--- config.mk ---
export PLATFORM = sky130hd
export DESIGN_NAME = button_event
export DESIGN_NICKNAME = d
export VERILOG_FILES = /design/src/rtl/button_event.sv
export SDC_FILE = /design/constraint.sdc
export NUM_CORES = 1
export LEC_CHECK = 0
export ABC_AREA = 1
export CORE_ASPECT_RATIO = 0.9
export CORE_MARGIN = 4
export CORE_UTILIZATION = 60
export DETAILED_ROUTE_END_ITERATION = 10
export PLACE_DENSITY = 0.87
export SYNTH_ARGS = -nofsm -noshare
export SYNTH_HDL_FRONTEND = slang
export SYNTH_SLANG_ARGS = --single-unit
--- constraint.sdc ---
create_clock -name clk -period 1.83 [get_ports clk]
set_input_delay 0.549 -clock clk [delete_from_list [all_inputs] [get_ports clk]]
set_output_delay 0.549 -clock clk [all_outputs]
set_load 0.03 [all_outputs]
--- src/rtl/button_event.sv ---
// -----------------------------------------------------------------------------
// button_event
//
// Turns a clean, debounced, clk-synchronous button level into single-cycle
// event pulses (press, release, short click, double click, long press) and
// keeps a wrapping count of presses.
//
// Parameters:
//   ACTIVE_LEVEL - btn_in level that means "pressed" (1 = active-high)
//   LONG_TIME    - consecutive pressed samples that make a long press (>= 2)
//   DBL_GAP      - released samples after a click within which a second press
//                  still forms a double click (>= 2)
//   CNT_W        - timer width, 2**CNT_W > max(LONG_TIME, DBL_GAP)
//
// Ports:
//   clk           - system clock
//   rst_n         - asynchronous active-low reset
//   btn_in        - debounced button level, synchronous to clk
//   held          - registered pressed level (p delayed one cycle)
//   press_pulse   - one-cycle pulse per press
//   release_pulse - one-cycle pulse per release
//   short_click   - one-cycle pulse: single click, no second press in time
//   double_click  - one-cycle pulse: second click of a pair released
//   long_press    - one-cycle pulse: button held LONG_TIME samples
//   press_count   - presses since reset, wraps 255 -> 0
// -----------------------------------------------------------------------------
module button_event #(
  parameter logic ACTIVE_LEVEL = 1'b1,
  parameter int   LONG_TIME    = 6000000,
  parameter int   DBL_GAP      = 3000000,
  parameter int   CNT_W        = 24
) (
  input  logic       clk,
  input  logic       rst_n,
  input  logic       btn_in,
  output logic       held,
  output logic       press_pulse,
  output logic       release_pulse,
  output logic       short_click,
  output logic       double_click,
  output logic       long_press,
  output logic [7:0] press_count
);

  typedef enum logic [2:0] {
    IDLE   = 3'd0,
    PRESS1 = 3'd1,
    LONG   = 3'd2,
    GAP    = 3'd3,
    PRESS2 = 3'd4
  } state_t;

  // Terminal timer values: the timer is 1 on the first sample of a phase, so
  // hitting N-1 while still in the phase means N samples have been seen.
  localparam logic [CNT_W-1:0] LONG_LAST = CNT_W'(LONG_TIME - 1);
  localparam logic [CNT_W-1:0] GAP_LAST  = CNT_W'(DBL_GAP - 1);
  localparam logic [CNT_W-1:0] TMR_ONE   = {{(CNT_W-1){1'b0}}, 1'b1};
  localparam logic [CNT_W-1:0] TMR_ZERO  = {CNT_W{1'b0}};

  state_t           state_r;
  state_t           state_s;
  logic [CNT_W-1:0] timer_r;
  logic [CNT_W-1:0] timer_s;
  logic             p_q_r;
  logic             pressed_s;
  logic             rise_s;
  logic             fall_s;
  logic             short_s;
  logic             dbl_s;
  logic             long_s;

  assign pressed_s = (btn_in == ACTIVE_LEVEL);
  assign rise_s    = pressed_s & ~p_q_r;
  assign fall_s    = ~pressed_s & p_q_r;

  // Next-state, timer and click-event decode.
  always_comb begin
    state_s = state_r;
    timer_s = timer_r;
    short_s = 1'b0;
    dbl_s   = 1'b0;
    long_s  = 1'b0;
    case (state_r)
      IDLE: begin
        if (rise_s) begin
          state_s = PRESS1;
          timer_s = TMR_ONE;
        end else begin
          timer_s = TMR_ZERO;
        end
      end
      PRESS1: begin
        // A release on the terminal cycle wins over the long press.
        if (fall_s) begin
          state_s = GAP;
          timer_s = TMR_ONE;
        end else if (pressed_s && (timer_r == LONG_LAST)) begin
          long_s  = 1'b1;
          state_s = LONG;
          timer_s = TMR_ZERO;
        end else if (pressed_s) begin
          timer_s = timer_r + TMR_ONE;
        end else begin
          timer_s = timer_r;
        end
      end
      LONG: begin
        timer_s = TMR_ZERO;
        if (fall_s) begin
          state_s = IDLE;
        end else begin
          state_s = LONG;
        end
      end
      GAP: begin
        // A second press on the terminal cycle wins over the short click.
        if (rise_s) begin
          state_s = PRESS2;
          timer_s = TMR_ONE;
        end else if (timer_r == GAP_LAST) begin
          short_s = 1'b1;
          state_s = IDLE;
          timer_s = TMR_ZERO;
        end else begin
          timer_s = timer_r + TMR_ONE;
        end
      end
      PRESS2: begin
        if (fall_s) begin
          dbl_s   = 1'b1;
          state_s = IDLE;
          timer_s = TMR_ZERO;
        end else if (pressed_s && (timer_r == LONG_LAST)) begin
          long_s  = 1'b1;
          state_s = LONG;
          timer_s = TMR_ZERO;
        end else if (pressed_s) begin
          timer_s = timer_r + TMR_ONE;
        end else begin
          timer_s = timer_r;
        end
      end
      default: begin
        state_s = IDLE;
        timer_s = TMR_ZERO;
      end
    endcase
  end

  // State, timer, edge history and registered outputs.
  always_ff @(posedge clk or negedge rst_n) begin
    if (!rst_n) begin
      state_r       <= IDLE;
      timer_r       <= TMR_ZERO;
      p_q_r         <= 1'b0;
      held          <= 1'b0;
      press_pulse   <= 1'b0;
      release_pulse <= 1'b0;
      short_click   <= 1'b0;
      double_click  <= 1'b0;
      long_press    <= 1'b0;
      press_count   <= 8'd0;
    end else begin
      state_r       <= state_s;
      timer_r       <= timer_s;
      p_q_r         <= pressed_s;
      held          <= pressed_s;
      press_pulse   <= rise_s;
      release_pulse <= fall_s;
      short_click   <= short_s;
      double_click  <= dbl_s;
      long_press    <= long_s;
      if (rise_s) begin
        press_count <= press_count + 8'd1;
      end else begin
        press_count <= press_count;
      end
    end
  end

endmodule

==> results of run 1 <==
## sequential cells by signal (all words and copies together) (netlist names)
register and cells:
timer_r 24, press_count 8, state_r 3, double_click 1
long_press 1, p_q_r 1, press_pulse 1, release_pulse 1
short_click 1
## cell families (layout without fill, tap and decap cells)
family / count (synthesis) / in the layout / share of synthesized area (%)
AO/OA/AOI/OAI: 30 / 30 / 6.72
flip-flops: 41 / 41 / 37.2
XOR/XNOR: 16 / 16 / 5.09
AND/OR/NAND/NOR: 248 / 250 / 41.3
adder cells (fa/ha/maj): 2 / 2 / 0.908
buffers and inverters: 61 / 116 / 8.77
## worst reg2reg max path, delay by kind of cell (launching register included)
kind                     cells  cell delay [ns]
AND/OR/NAND/NOR              7             0.86
buffers and inverters        2             0.25
flip-flops                   1             0.41
adder cells (fa/ha/maj)      1             0.18
## cells in the mapped netlist, types with 7 or more instances
cell type,count
sky130_fd_sc_hd__dfrtp_1,41
sky130_fd_sc_hd__inv_1,49
sky130_fd_sc_hd__inv_2,7
sky130_fd_sc_hd__nand2_1,124
sky130_fd_sc_hd__nand3_1,27
sky130_fd_sc_hd__nand4_1,13
sky130_fd_sc_hd__nor2_1,59
sky130_fd_sc_hd__o21ai_0,12
sky130_fd_sc_hd__xnor2_1,7
sky130_fd_sc_hd__xor2_1,9
## worst max-delay path by stage
stage	from	endpoint	slack, ns	depth (start not counted)
global route	timer_r[0]	state_r[0]	-0.11	13
detailed placement	btn_in	timer_r[16]	-0.30	7
finish	timer_r[1]	timer_r[9]	0.001	10
floorplan	timer_r[0]	timer_r[4]	0.28	9
CTS	short_click	short_click	0.0004	1
global placement	btn_in	timer_r[19]	-0.25	7
## repair_timing
action                                  CTS  global route
setup buffers                             0             4
pin swaps                                 0             7
endpoints found under the setup margin   13            32
cloned                                    0             2
resized for setup                        13            14
## routing by layer
layer	routed length [µm]	vias to the layer above	part of all wire [%]
met5	0	-	0
met2	3760	165	47
met4	307	0	3.8
met3	681	41	8.5
met1	3230	1343	41
li1	-	1367	-
## power by group through the flow
| stage | combinational, W | sequential [W] | clock [W] |
|---|---|---|---|
| detailed placement | 0.00114 | 0.00118 | 0 |
| finish | 0.00119 | 0.00118 | 0.000761 |
| global placement | 0.00110 | 0.00117 | 0 |
| global route | 0.00130 | 0.00119 | 0.000800 |
| CTS | 0.00112 | 0.00116 | 0.000756 |
| floorplan | 0.000624 | 0.00128 | 0 |
## cell type report
cell class | instances | share of cell area [%]
sequential | 41 | 30.2
clock buffer | 5 | 2.03
clock inverter | 3 | 1.29
multi-input combinational | 298 | 45.4
inverter | 56 | 6.19
tap | 62 | 2.28
timing repair buffer | 52 | 12.7
## metrics by stage
stage / area [µm²] / cells / total power (W) / hold slack (ns) / utilization (%)
2_1_floorplan: 2760 / 398 / 0.00190 / 0.253 / -
3_3_place_gp: 3210 / 503 / 0.00227 / 0.460 / 72.4
3_5_place_dp: 3210 / 503 / 0.00232 / 0.482 / 72.4
4_1_cts: 3310 / 511 / 0.00303 / 0.182 / 74.6
5_1_grt: 3400 / 517 / 0.00329 / 0.191 / 76.7
6_report: 3400 / 517 / 0.00313 / 0.167 / 76.7
## layout by cell type (no fill, tap or decap), types with 2 or more instances in the layout
master / n
sky130_fd_sc_hd__nor2_2: 4
sky130_fd_sc_hd__nand2_4: 3
sky130_fd_sc_hd__o21ai_1: 4
sky130_fd_sc_hd__dlygate4sd2_1: 13
sky130_fd_sc_hd__xnor2_1: 7
sky130_fd_sc_hd__o21bai_1: 2
sky130_fd_sc_hd__nand2_2: 7
sky130_fd_sc_hd__o22ai_1: 4
sky130_fd_sc_hd__inv_1: 48
sky130_fd_sc_hd__dlymetal6s2s_1: 2
sky130_fd_sc_hd__dfrtp_1: 41
sky130_fd_sc_hd__inv_2: 8
sky130_fd_sc_hd__a21oi_1: 3
sky130_fd_sc_hd__o211ai_1: 2
sky130_fd_sc_hd__nor3_1: 3
sky130_fd_sc_hd__nor2_1: 56
sky130_fd_sc_hd__buf_4: 34
sky130_fd_sc_hd__xor2_1: 9
sky130_fd_sc_hd__nand3b_1: 2
sky130_fd_sc_hd__nand3_4: 2
sky130_fd_sc_hd__nand3_2: 2
sky130_fd_sc_hd__nor2_4: 6
sky130_fd_sc_hd__o21ai_0: 12
sky130_fd_sc_hd__clkbuf_8: 5
sky130_fd_sc_hd__nand2_1: 121
sky130_fd_sc_hd__nand4_1: 13
sky130_fd_sc_hd__nand3_1: 27
==> metrics.log, run 1 <==
[metrics] run status: complete, no violations
[metrics] CTS Hold Buffers Added: 0
[metrics] Internal Power: roughly 0.0019 W
[metrics] final setup skew: ~0.0086 ns
[metrics] final routed DRC violation total: 0
[metrics] Pre-antenna DRT Iters: 7
[metrics] CTS Root Buffer Type: sky130_fd_sc_hd__clkbuf_8
[metrics] Top delay family on crit path: simple AND/OR/NAND/NOR gates
[metrics] number of fill cells: 356
[metrics] crit path cell chain: ha_4 > nand2_2 > inv_1 > nand2_1 > nor2_1 > nand3_1 > nand3_2 > inv_1 > nand2_1 > nand3_1
[metrics] Die Y: 72.3 µm
[metrics] number of pins exceeding their max-slew limit in the final report: 0
[metrics] critical path data required time: approximately 2 ns
[metrics] number of H-tree levels: 2
[metrics] Critical Path Fanout Max: 10
[metrics] power density over cell area: 921 nW/µm²
[metrics] category of the most critical setup path: reg2reg
[metrics] clock share of power: 24.3%
[metrics] CORE AREA: approximately 4400 µm²
[metrics] Comb pwr share: a little under two fifths
[metrics] proportion of synthesized chip area in sequential cells: 37.2%
[metrics] number of buffers created by CTS: 5
[metrics] total gr overflow: 0
[metrics] peak per-stage delay on the critical path: 0.41 ns
[metrics] initial antenna violation count: 0
[metrics] Post-Syn Instances: between 300 and 400
[metrics] worst-case register-to-register setup slack: 0.001 ns
[metrics] Finish-stage setup viols: 0
[metrics] final routed wirelength across all metal layers: ~8.0 mm
[metrics] kind of start point of the critical path: flop
[metrics] net switching power of the design: 0.00127 W
[metrics] via count of the first global-routing pass: 2711
[metrics] busiest layer in global routing: met2
[metrics] maximum clock frequency: 0.547 GHz
[metrics] Vias per Instance: about 5.6
[metrics] met2 Use GR: a little under half
[metrics] wire length of the first global-routing pass: between 10 and 15 mm
[metrics] clock sink count: slightly above 40
[metrics] DRT antenna net count: 0
[metrics] shortest clock period the worst path allows after layout: approximately 1.8 ns
[metrics] Mean Syn Cell Area: about 6.9 µm²
[metrics] net count reported at finish: 459
[metrics] Chip Width: about 79 µm
[metrics] layout-stage area growth over the synthesis result: 23.3%
[metrics] fraction of power consumed by sequential logic: a little under two fifths
[metrics] floorplan row count: 23
[metrics] initial detailed-routing violation count: about 330
[metrics] Slowest-stage cell, CP: sky130_fd_sc_hd__dfrtp_1
[metrics] leakage component of the power: approximately 1.8 nW
[metrics] period utilisation layout: 99.9%
[metrics] met1 track demand over resource in global routing: 36.1%
[metrics] endpoint of the worst register-to-register path: timer_r[9]
[metrics] summed instance area of the synthesized netlist: between 2000 and 3000 µm²
[metrics] Yosys top cell by area: sky130_fd_sc_hd__dfrtp_1
[metrics] syn_nets: 403
[metrics] path type of the worst min-delay path: in2async
[metrics] maximum clock insertion buffer count: 2
[metrics] area taken by flip-flops and latches: slightly above 1000 µm²
[metrics] total via count after detailed routing: a little under 3000
[metrics] placed wire-length estimate: 5.72 mm
[metrics] setup slack after layout: between 0.001 and 0.0015 ns
[metrics] area of the multi-input gates: 1540 µm²
[metrics] most used flip-flop cell after synthesis: sky130_fd_sc_hd__dfrtp_1
[metrics] max-cap check violation count: 0
[metrics] Register-to-Register Path Depth: 10
[metrics] Placement Setup Slack: -0.302 ns
[metrics] WL per Instance: approximately 15 µm
[metrics] routability congestion estimate from global placement: 0.955
[metrics] CP Capture Type: flop
[metrics] Total Routing Usage GR: between 20 and 30%
[metrics] fraction of layout cells with a size suffix above 1: 18.0%
[metrics] CP Data Arrival Time: roughly 2.0 ns
[metrics] floorplan die area: between 5000 and 6000 µm²
[metrics] area fraction of the dominant cell type after synthesis: 37.2%
[metrics] clock tree from TritonCTS: done
[metrics] Yosys warning total: 0
[metrics] count of flip-flops with a built-in enable after synthesis: 0
[metrics] switching part of the total power: 40.7%
[metrics] fraction of registers with async set or reset after synthesis: 100%
[metrics] GRT met3 Usage: around 4.7%
[metrics] Inserted Diodes: 0
[metrics] flip-flop and latch count after synthesis: 41
[metrics] worst vdd ir: 0.476 mV
[metrics] Initial Util: around 62%
[metrics] clock-pin slew on the worst setup and hold paths: approximately 0.09 ns
[metrics] cell types with the largest area share after synthesis: sky130_fd_sc_hd__dfrtp_1, sky130_fd_sc_hd__nand2_1, sky130_fd_sc_hd__nor2_1
[metrics] Slew @ Worst Pin: roughly 0.42 ns
[metrics] critical register-to-register path startpoint: timer_r[1]
[metrics] Post-Route Setup TNS: 0 ns
[metrics] largest net degree at the start of global routing: 26
[metrics] hold violation total from the final report: 0
[metrics] count of buffers inserted at the top-level ports: 16
[metrics] slew margin rel.: 72.0%
[metrics] worst path bufs/invs: 2
[metrics] later-pin clock latency in the skew report: ~0.3 ns
[metrics] count of cell types in the netlist: 33
[metrics] boundary pin count: 17
Note: power is estimated with default switching activity, not from simulation.
==> inputs of run 2 (changes only) <==
Settings changed: CAP_MARGIN from default to 20, CORE_MARGIN 4 to default, CTS_CLUSTER_DIAMETER from default to 40.
==> run 2 against run 1 <==
Against the previous run: final area fell by 2.2%; critical path depth did not move; die area fell by 15%; combinational power barely moved; wire length fell by 7.0%; fmax rose by 3.7%; critical endpoint is now state_r[0]; largest power group is now sequential cells.
==> metrics.log, run 2 (synthesis gave the netlist of run 1 again) <==
[metrics] placed inst area: 3160 µm² (-1.5%)
[metrics] CTS Root Buffer Type: sky130_fd_sc_hd__clkbuf_8
[metrics] floorplan die area: 4870 µm² (-15%)
[metrics] slew margin rel.: 76.8% (+4.8 points)
[metrics] CORE AREA: 4430 µm² (unchanged)
[metrics] layout-stage area growth over the synthesis result: 20.7%
[metrics] initial antenna violation count: 0 (unchanged)
[metrics] Chip Width: 73.4 µm (-7.6%)
[metrics] Slew @ Worst Pin: 0.344 ns (-0.0758 ns)
[metrics] RSZ-0062 raised after global routing: true
[metrics] path type of the worst min-delay path: in2async
[metrics] critical register-to-register path startpoint: timer_r[12]
[metrics] hold violation total from the final report: 0 (unchanged)
[metrics] Inserted Diodes: 0 (unchanged)
[metrics] CP Data Arrival Time: 2.00 ns (about the same)
[metrics] maximum clock frequency: 0.567 GHz (+3.7%)
[metrics] Finish-stage setup viols: 0 (unchanged)
[metrics] clock-pin slew on the worst setup and hold paths: 0.09 ns (about the same)
[metrics] leakage component of the power: 1.70 nW (-3.7%)
[metrics] WL per Instance: 14.7 µm (-4.8%)
[metrics] power density over cell area: 979 nW/µm² (+6.4%)
[metrics] most common library cell in the layout ignoring fill and taps: sky130_fd_sc_hd__nand2_1
[metrics] number of H-tree levels: 2 (unchanged)
[metrics] floorplan row count: 23 (unchanged)
[metrics] Die Y: 66.3 µm (-8.3%)
[metrics] biggest registers after layout: timer_r: 24 flops, press_count: 8 flops, state_r: 3 flops
[metrics] largest net degree at the start of global routing: 42 (+62%)
[metrics] Vias per Instance: 5.38 (-4.6%)
[metrics] maximum clock insertion buffer count: 2 (unchanged)
[metrics] category of the most critical setup path: reg2reg
[metrics] Post-Layout Inst Area: 3320 µm² (-2.2%)
[metrics] endpoint of the worst register-to-register path: state_r[0]
[metrics] Total Routing Usage GR: 32.4% (+4.6 points)
[metrics] wire length of the first global-routing pass: 11.8 mm (-5.5%)
[metrics] worst-case register-to-register setup slack: 0.07 ns (+0.06 ns)
[metrics] count of buffers inserted at the top-level ports: 16 (unchanged)
[metrics] Register-to-Register Path Depth: 10 (unchanged)
[metrics] clock sink count: 41 (unchanged)
[metrics] routability congestion estimate from global placement: 0.995 (+4.3%)
[metrics] number of pins exceeding their max-slew limit in the final report: 0 (unchanged)
[metrics] final setup skew: 0.00649 ns (-0.00210 ns)
[metrics] number of flip-flops in the largest register: 24 (unchanged)
[metrics] period utilisation layout: 96.4% (-3.5 points)
[metrics] placed wire-length estimate: 5.34 mm (-6.7%)
[metrics] fraction of layout cells with a size suffix above 1: 15.1% (-2.9 points)
[metrics] Critical Path Fanout Max: 5 (-5)
[metrics] later-pin clock latency in the skew report: 0.31 ns (about the same)
[metrics] via count of the first global-routing pass: 2530 (-6.7%)
[metrics] total gr overflow: 0 (unchanged)
[metrics] boundary pin count: 17 (unchanged)
[metrics] run status: complete, no violations
[metrics] clock tree from TritonCTS: done
[metrics] final design utilization: 75.0% (-1.7 points)
[metrics] most frequent cells in the layout: sky130_fd_sc_hd__nand2_1, sky130_fd_sc_hd__nor2_1, sky130_fd_sc_hd__inv_1
[metrics] max-cap check violation count: 0 (unchanged)
[metrics] number of fill cells: 339 (-4.8%)
[metrics] final routed DRC violation total: 0 (unchanged)
[metrics] number of buffers created by CTS: 5 (unchanged)
[metrics] DRT antenna net count: 0 (unchanged)
[metrics] Pre-antenna DRT Iters: 5 (-2)
[metrics] Biggest register: timer_r
[metrics] initial detailed-routing violation count: 291 (-11%)
[metrics] kind of start point of the critical path: flop
[metrics] net count reported at finish: 447 (-2.6%)
[metrics] total via count after detailed routing: 2716 (-6.9%)
[metrics] Initial Util: 62.2% (unchanged)
[metrics] shortest clock period the worst path allows after layout: 1.76 ns (-0.0648 ns)
[metrics] worst vdd ir: 0.654 mV (+37%)
[metrics] critical path data required time: 2.07 ns (+0.06 ns)
[metrics] CP Capture Type: flop
[metrics] final routed wirelength across all metal layers: 7.42 mm (-7.0%)
-- run 2: cell count changes in the layout (fill, tap and decap cells not counted), moves of 2 or more --
cell                             before  now
sky130_fd_sc_hd__buf_4               34   23
sky130_fd_sc_hd__dlymetal6s2s_1       2    0
sky130_fd_sc_hd__nand3_2              2    0
sky130_fd_sc_hd__dlygate4sd2_1       13   15
sky130_fd_sc_hd__nor2_4               6    4
-- run 2: timing repair --
item,4_1_cts,5_1_grt
pin swaps,0,4
buffers inserted,0,1
setup endpoints to repair,18,26
hold buffers,0,0
gates resized for setup,15,7
gates cloned,0,1
-- run 2: power by group --
part	leakage (nW)	total, W	internal (W)	switching, W
clock	0.0687	0.000903	0.000549	0.000353
combinational	1.08	0.00117	0.000396	0.000770
sequential	0.553	0.00119	0.00103	0.000158
total	1.70	0.00326	0.00197	0.00128
-- run 2: worst max-delay path by stage --
stage / startpoint / end / slack (ns) / cells after the start
after CTS: timer_r[0] / timer_r[5] / 0.02 / 9
after detailed placement: btn_in / timer_r[5] / -0.32 / 7
after global routing: timer_r[0] / state_r[0] / -0.05 / 12
final: timer_r[12] / state_r[0] / 0.07 / 10
after global placement: btn_in / timer_r[18] / -0.27 / 10
after floorplan: timer_r[0] / timer_r[4] / 0.28 / 9
-- run 2: routing by layer --
layer / track usage (%) / vias to the layer above / routed length [µm]
li1: - / 1340 / -
met1: 43.0 / 1259 / 3280
met2: 53.6 / 104 / 3570
met3: 4.88 / 13 / 469
met4: 11.3 / 0 / 105
met5: 0 / - / 0
-- run 2: worst max-delay path, cell delays in order (launching register included) --
cell                       delay [ns]
sky130_fd_sc_hd__dfrtp_1         0.44
sky130_fd_sc_hd__nor2_1          0.27
sky130_fd_sc_hd__buf_4           0.17
sky130_fd_sc_hd__nand3_1         0.07
sky130_fd_sc_hd__nor2_1          0.15
sky130_fd_sc_hd__nand3b_1        0.16
sky130_fd_sc_hd__nand2_1         0.14
sky130_fd_sc_hd__nand2_1         0.08
sky130_fd_sc_hd__nand2_1         0.07
sky130_fd_sc_hd__nand2_1         0.07
sky130_fd_sc_hd__nand2_1         0.08
-- run 2: through the flow --
stage          cells  setup TNS [ns]  power (W)  hold slack (ns)  setup WS, ns
2_1_floorplan    398               0    0.00190            0.253         0.281
3_3_place_gp     495           -7.13    0.00227            0.459        -0.271
3_5_place_dp     495           -8.76    0.00232            0.483        -0.321
4_1_cts          503               0    0.00318            0.214        0.0199
5_1_grt          505         -0.0515    0.00344            0.225       -0.0515
6_report         505               0    0.00326            0.206        0.0659
-- run 2: final cells by class --
type | count | area, µm² | share of cell area [%]
well taps | 62 | 77.6 | 2.33
clock buffers | 5 | 68.8 | 2.07
inverters | 56 | 210 | 6.32
multi-input cells | 297 | 1520 | 45.8
flip-flops and latches | 41 | 1030 | 30.9
clock inverters | 3 | 68.8 | 2.07
repair buffers | 41 | 349 | 10.5
==> variant 1 (settings of run 2) <==
The parameter `CNT_W` goes from 24 to 20.
--- a/src/rtl/button_event.sv
+++ b/src/rtl/button_event.sv
@@ -28,7 +28,7 @@
   parameter logic ACTIVE_LEVEL = 1'b1,
   parameter int   LONG_TIME    = 6000000,
   parameter int   DBL_GAP      = 3000000,
-  parameter int   CNT_W        = 24
+  parameter int   CNT_W        = 20
 ) (
   input  logic       clk,
   input  logic       rst_n,
Function: same outputs for any inputs over 10 cycles, from zero or initial values and one cycle with rst_n low; that may be too few to reach the edited logic, so the function may still have changed.
==> variant 1 against run 2 <==
Global-route usage fell by 0.80 points. Synthesized area fell by 12%. Count of clock-buffer cells in the layout is 2 higher. Setup slack improved by 26 ps. Wire length shrank 18%. Cell area decreased by 14%. Sequential power fell by 3%. Sequential cell count decreased by 4. Power fell by 7.2%. Clock power is 17% lower. Critical endpoint is now timer_r[18]. Largest cell class unchanged.
==> variant 1: results <==
metrics = {
    "global_route": {
        "grt_use_total": 0.316,
        "grt_max_degree": 38,
        "grt_first_pass_wirelength_um": 9920,
        "grt_pass1_vias": 2146,
    },
    "routing": {
        "detail_route.wirelength_um": 6070,
        "drtIter0Drc": 386,
        "viasPerCell": 5.69,
        "drt_first_pass_iters": 7,
    },
    "pwr": {
        "p_leak_uw": 0.00152,
        "ir_drop_mv": 1.06,
    },
    "place": {
        "hpwl_um": 4250,
        "dpl_cell_area_um2": 2760,
        "place_congestion": 0.977,
        "dp.cells": 412,
    },
    "critical_path": {
        "path_max_fanout": 9,
        "max_stage_delay_ps": 410,
        "crit_arrival_ps": 1970,
    },
    "layout": {
        "drive_gt1_frac": 0.163,
        "finalNonFillerCells": 420,
        "final_nets": 378,
        "reg_top3": "timer_r: 20 flops, press_count: 8 flops, state_r: 3 flops",
    },
    "synthesis": {
        "synthTopCellsByArea": "dfrtp_1 38%, nand2_1 14%, nor2_1 6.9%",
        "ys_seq_area_frac": 0.384,
        "synthTopCellsByCount": "89 x nand2_1, 44 x nor2_1, 40 x inv_1",
    },
    "sta": {
        "slew_headroom": 0.780,
        "fmax_mhz": 575,
        "skew_ps": 8.03,
    },
    "outcome": {
        "status": "complete, no violations",
    },
    "clock_network": {
        "cts_max_path_buffers": 2,
    },
}
==> variant 1: worst max-delay path, delay by kind of cell (launching register included) <==
family | cells | cell delay [ps]
DFF | 1 | 410
AOI/OAI and AO/OA | 1 | 170
adders and majority gates | 1 | 220
buffers and inverters | 2 | 210
and+or+nand+nor | 6 | 650
==> variant 1: repair_timing <==
action / CTS / global route
gates resized for setup: 14 / 4
setup endpoints to repair: 14 / 20
hold endpoints to repair: 0 / 0
cloned: 0 / 0
==> variant 1: power breakdown <==
group          internal [uW]  leakage (uW)  switching [uW]
combinational            393      0.000964             731
sequential               968      0.000496             177
clock                    444     0.0000585             308
total                   1810       0.00152            1220
==> variant 1: final cells by class <==
type / instances / area [um2] / area share
Tap cell: 46 / 57.6 / 0.0201
Sequential cell: 37 / 926 / 0.323
Clock inverter: 1 / 30.0 / 0.0105
Clock buffer: 7 / 86.3 / 0.0301
Inverter: 46 / 175 / 0.0611
Multi-Input combinational cell: 247 / 1280 / 0.446
Timing Repair Buffer: 36 / 315 / 0.110
==> variant 1: path summary, 6_finish.rpt <==
check | slack [ps] | cells past startpoint | end | start
setup reg to reg | 90 | 10 | timer_r[18] | timer_r[1]
hold / removal | 200 | 2 | timer_r[7] | rst_n
min in group clk | 470 | 1 | press_count[7] | press_count[7]
hold reg to reg | 470 | 1 | press_count[7] | press_count[7]
max in group asynchronous | 1440 | 2 | timer_r[4] | rst_n
setup / recovery | 90 | 10 | timer_r[18] | timer_r[1]
==> variant 1: logic make-up (layout without fill, tap and decap cells) <==
kind of cell,Yosys count,after routing,share of synthesized area
DFF,37,37,0.384
xor gates and xnor gates,15,15,0.0545
buffers and inverters,52,90,0.0898
adders and majority gates,2,2,0.0104
AOI/OAI and AO/OA,37,37,0.0846
and+or+nand+nor,193,193,0.377
==> variant 1: through the flow <==
step	total power, uW	worst slack [ps]
6_report	3020	91.9
3_3_place_gp	2240	-242
2_1_floorplan	1890	354
5_1_grt	3180	-12.5
3_5_place_dp	2290	-278
4_1_cts	3000	26.6
==> variant 1: metal layers <==
metal  GRT usage  vias to the layer above  part of all wire
met5           0                        -                 0
met4       0.133                        0             0.041
met3      0.0901                       39              0.10
met2       0.452                      138              0.44
met1       0.442                     1074              0.41
li1            -                     1139                 -
==> variant 2 (flow settings as in run 2) <==
Without the edit above. The 5 states of `state_t` get a one-hot encoding in 5 bits.
--- a/src/rtl/button_event.sv
+++ b/src/rtl/button_event.sv
@@ -42,12 +42,12 @@
   output logic [7:0] press_count
 );
 
-  typedef enum logic [2:0] {
-    IDLE   = 3'd0,
-    PRESS1 = 3'd1,
-    LONG   = 3'd2,
-    GAP    = 3'd3,
-    PRESS2 = 3'd4
+  typedef enum logic [4:0] {
+    IDLE   = 5'b00001,
+    PRESS1 = 5'b00010,
+    LONG   = 5'b00100,
+    GAP    = 5'b01000,
+    PRESS2 = 5'b10000
   } state_t;
 
   // Terminal timer values: the timer is 1 on the first sample of a phase, so
Function: no difference found for any inputs over 10 cycles, from zero or initial values and one cycle with rst_n low; not proved beyond that.
==> variant 2 against run 2 <==
Power down 25%. Highest routed layer unchanged. Utilization up 0.93 points. Largest cell class unchanged. Cell area is 5.0% lower. Sequential share of layout area is 3.3 points higher. Sequential cell count rose by 2. Synthesized area is 4.3% lower. Non-clock buffer count unchanged. Wire length fell by 12%. Via count shrank 8.0%. Count of clock-buffer cells in the layout rose by 2. Global-route usage is 3.0 points lower. Sequential power is 3% lower. Worst hold slack worse by 3.8 ps. Setup slack worse by 54 ps.
==> variant 2: results <==
metrics = {
    "sta": {
        "slew_headroom": 0.798,
        "layout_min_cycle_time_ps": 1820,
        "skew_ps": 7.17,
    },
    "outcome": {
        "status": "complete, no violations",
    },
    "synthesis": {
        "synth_area_per_cell_um2": 7.33,
        "syn-num-nets": 365,
        "synth_cell_types": 30,
        "ys_seq_area_frac": 0.408,
        "synthTopCellsByCount": "113 x nand2_1, 42 x dfrtp_1, 42 x nor2_1",
    },
    "global_route": {
        "grt_use_total": 0.293,
        "grt_first_pass_wirelength_um": 10400,
        "grt_max_degree": 44,
        "grt_pass1_vias": 2236,
    },
    "place": {
        "hpwl_um": 4520,
        "place_congestion": 0.949,
        "dp.cells": 452,
        "dpl_cell_area_um2": 3000,
    },
    "layout": {
        "final_nets": 407,
        "reg_top3": "timer_r: 24 flops, press_count: 8 flops, state_r: 5 flops",
        "drive_gt1_frac": 0.164,
    },
    "pwr": {
        "ir_drop_mv": 0.645,
        "p_leak_uw": 0.00153,
    },
    "routing": {
        "detail_route.wirelength_um": 6510,
        "drt_first_pass_iters": 6,
        "via_count": 2500,
        "drtIter0Drc": 226,
    },
    "critical_path": {
        "crit_arrival_ps": 2020,
    },
}
==> variant 2: through the flow <==
| stage | setup TNS [ps] | utilization | setup WS (ps) |
|---|---|---|---|
| 3_5_place_dp | -6320 | 0.722 | -245 |
| 6_report | 0 | 0.759 | 11.7 |
| 3_3_place_gp | -4790 | 0.722 | -190 |
| 5_1_grt | -361 | 0.759 | -68.0 |
| 4_1_cts | 0 | 0.744 | 10.4 |
| 2_1_floorplan | 0 | - | 267 |
==> variant 2: layout make-up <==
| class | instances | area [um2] |
|---|---|---|
| timing repair buffer | 41 | 353 |
| tap | 60 | 75.1 |
| clock buffer | 7 | 96.3 |
| multi-input combinational | 273 | 1400 |
| fill | 314 | 1000 |
| sequential | 43 | 1080 |
| clock inverter | 1 | 7.51 |
| inverter | 38 | 145 |
==> variant 2: power by group through the flow <==
stage / clock, uW / combinational (uW) / sequential [uW]
CTS: 699 / 583 / 1150
finish: 686 / 605 / 1150
detailed placement: 0 / 622 / 1170
global route: 731 / 660 / 1160
floorplan: 0 / 244 / 1290
global placement: 0 / 606 / 1160
==> variant 2: worst reg2reg max path, stage by stage, from the launching register on <==
cell and delay (ps):
dfrtp_1 430, ha_4 180, inv_1 70, nor2_4 160, nand2_2 100, nor2_1 220, nand2_2 130, nand2_4 120
buf_4 120, a21oi_1 60, inv_1 70, nand2_1 50
==> variant 2: worst paths after layout <==
check | to | slack [ps] | cells past startpoint | startpoint
max | timer_r[4] | 10 | 11 | timer_r[0]
min | timer_r[14] | 200 | 2 | rst_n
max reg2reg | timer_r[4] | 10 | 11 | timer_r[0]
min reg2reg | press_count[7] | 470 | 1 | press_count[7]
max in group asynchronous | state_r[0] | 1370 | 2 | rst_n
min in group clk | press_count[7] | 470 | 1 | press_count[7]
==> variant 2: cell families (layout without fill, tap and decap cells) <==
| kind of cell | after synthesis | in the layout | synth area share |
|---|---|---|---|
| flip-flops | 43 | 43 | 0.408 |
| AND/OR/NAND/NOR | 222 | 222 | 0.383 |
| buffers and inverters | 44 | 87 | 0.0702 |
| XOR/XNOR | 23 | 23 | 0.0764 |
| AO/OA/AOI/OAI | 26 | 26 | 0.0522 |
| adder cells (fa/ha/maj) | 2 | 2 | 0.00949 |
==> variant 2: layer usage <==
| metal | routed length, um | up-vias | GRT usage | part of all wire |
|---|---|---|---|---|
| met4 | 180 | 0 | 0.100 | 0.028 |
| met3 | 565 | 20 | 0.0638 | 0.087 |
| met5 | 0 | - | 0 | 0 |
| met1 | 2840 | 1136 | 0.409 | 0.44 |
| met2 | 2930 | 124 | 0.452 | 0.45 |
| li1 | - | 1220 | - | - |
==> variant 2: timing repair <==
item / CTS / global route
resized for setup: 15 / 7
setup endpoints to repair: 21 / 26
setup buffers: 0 / 3
cloned: 0 / 0
pin swaps: 0 / 2
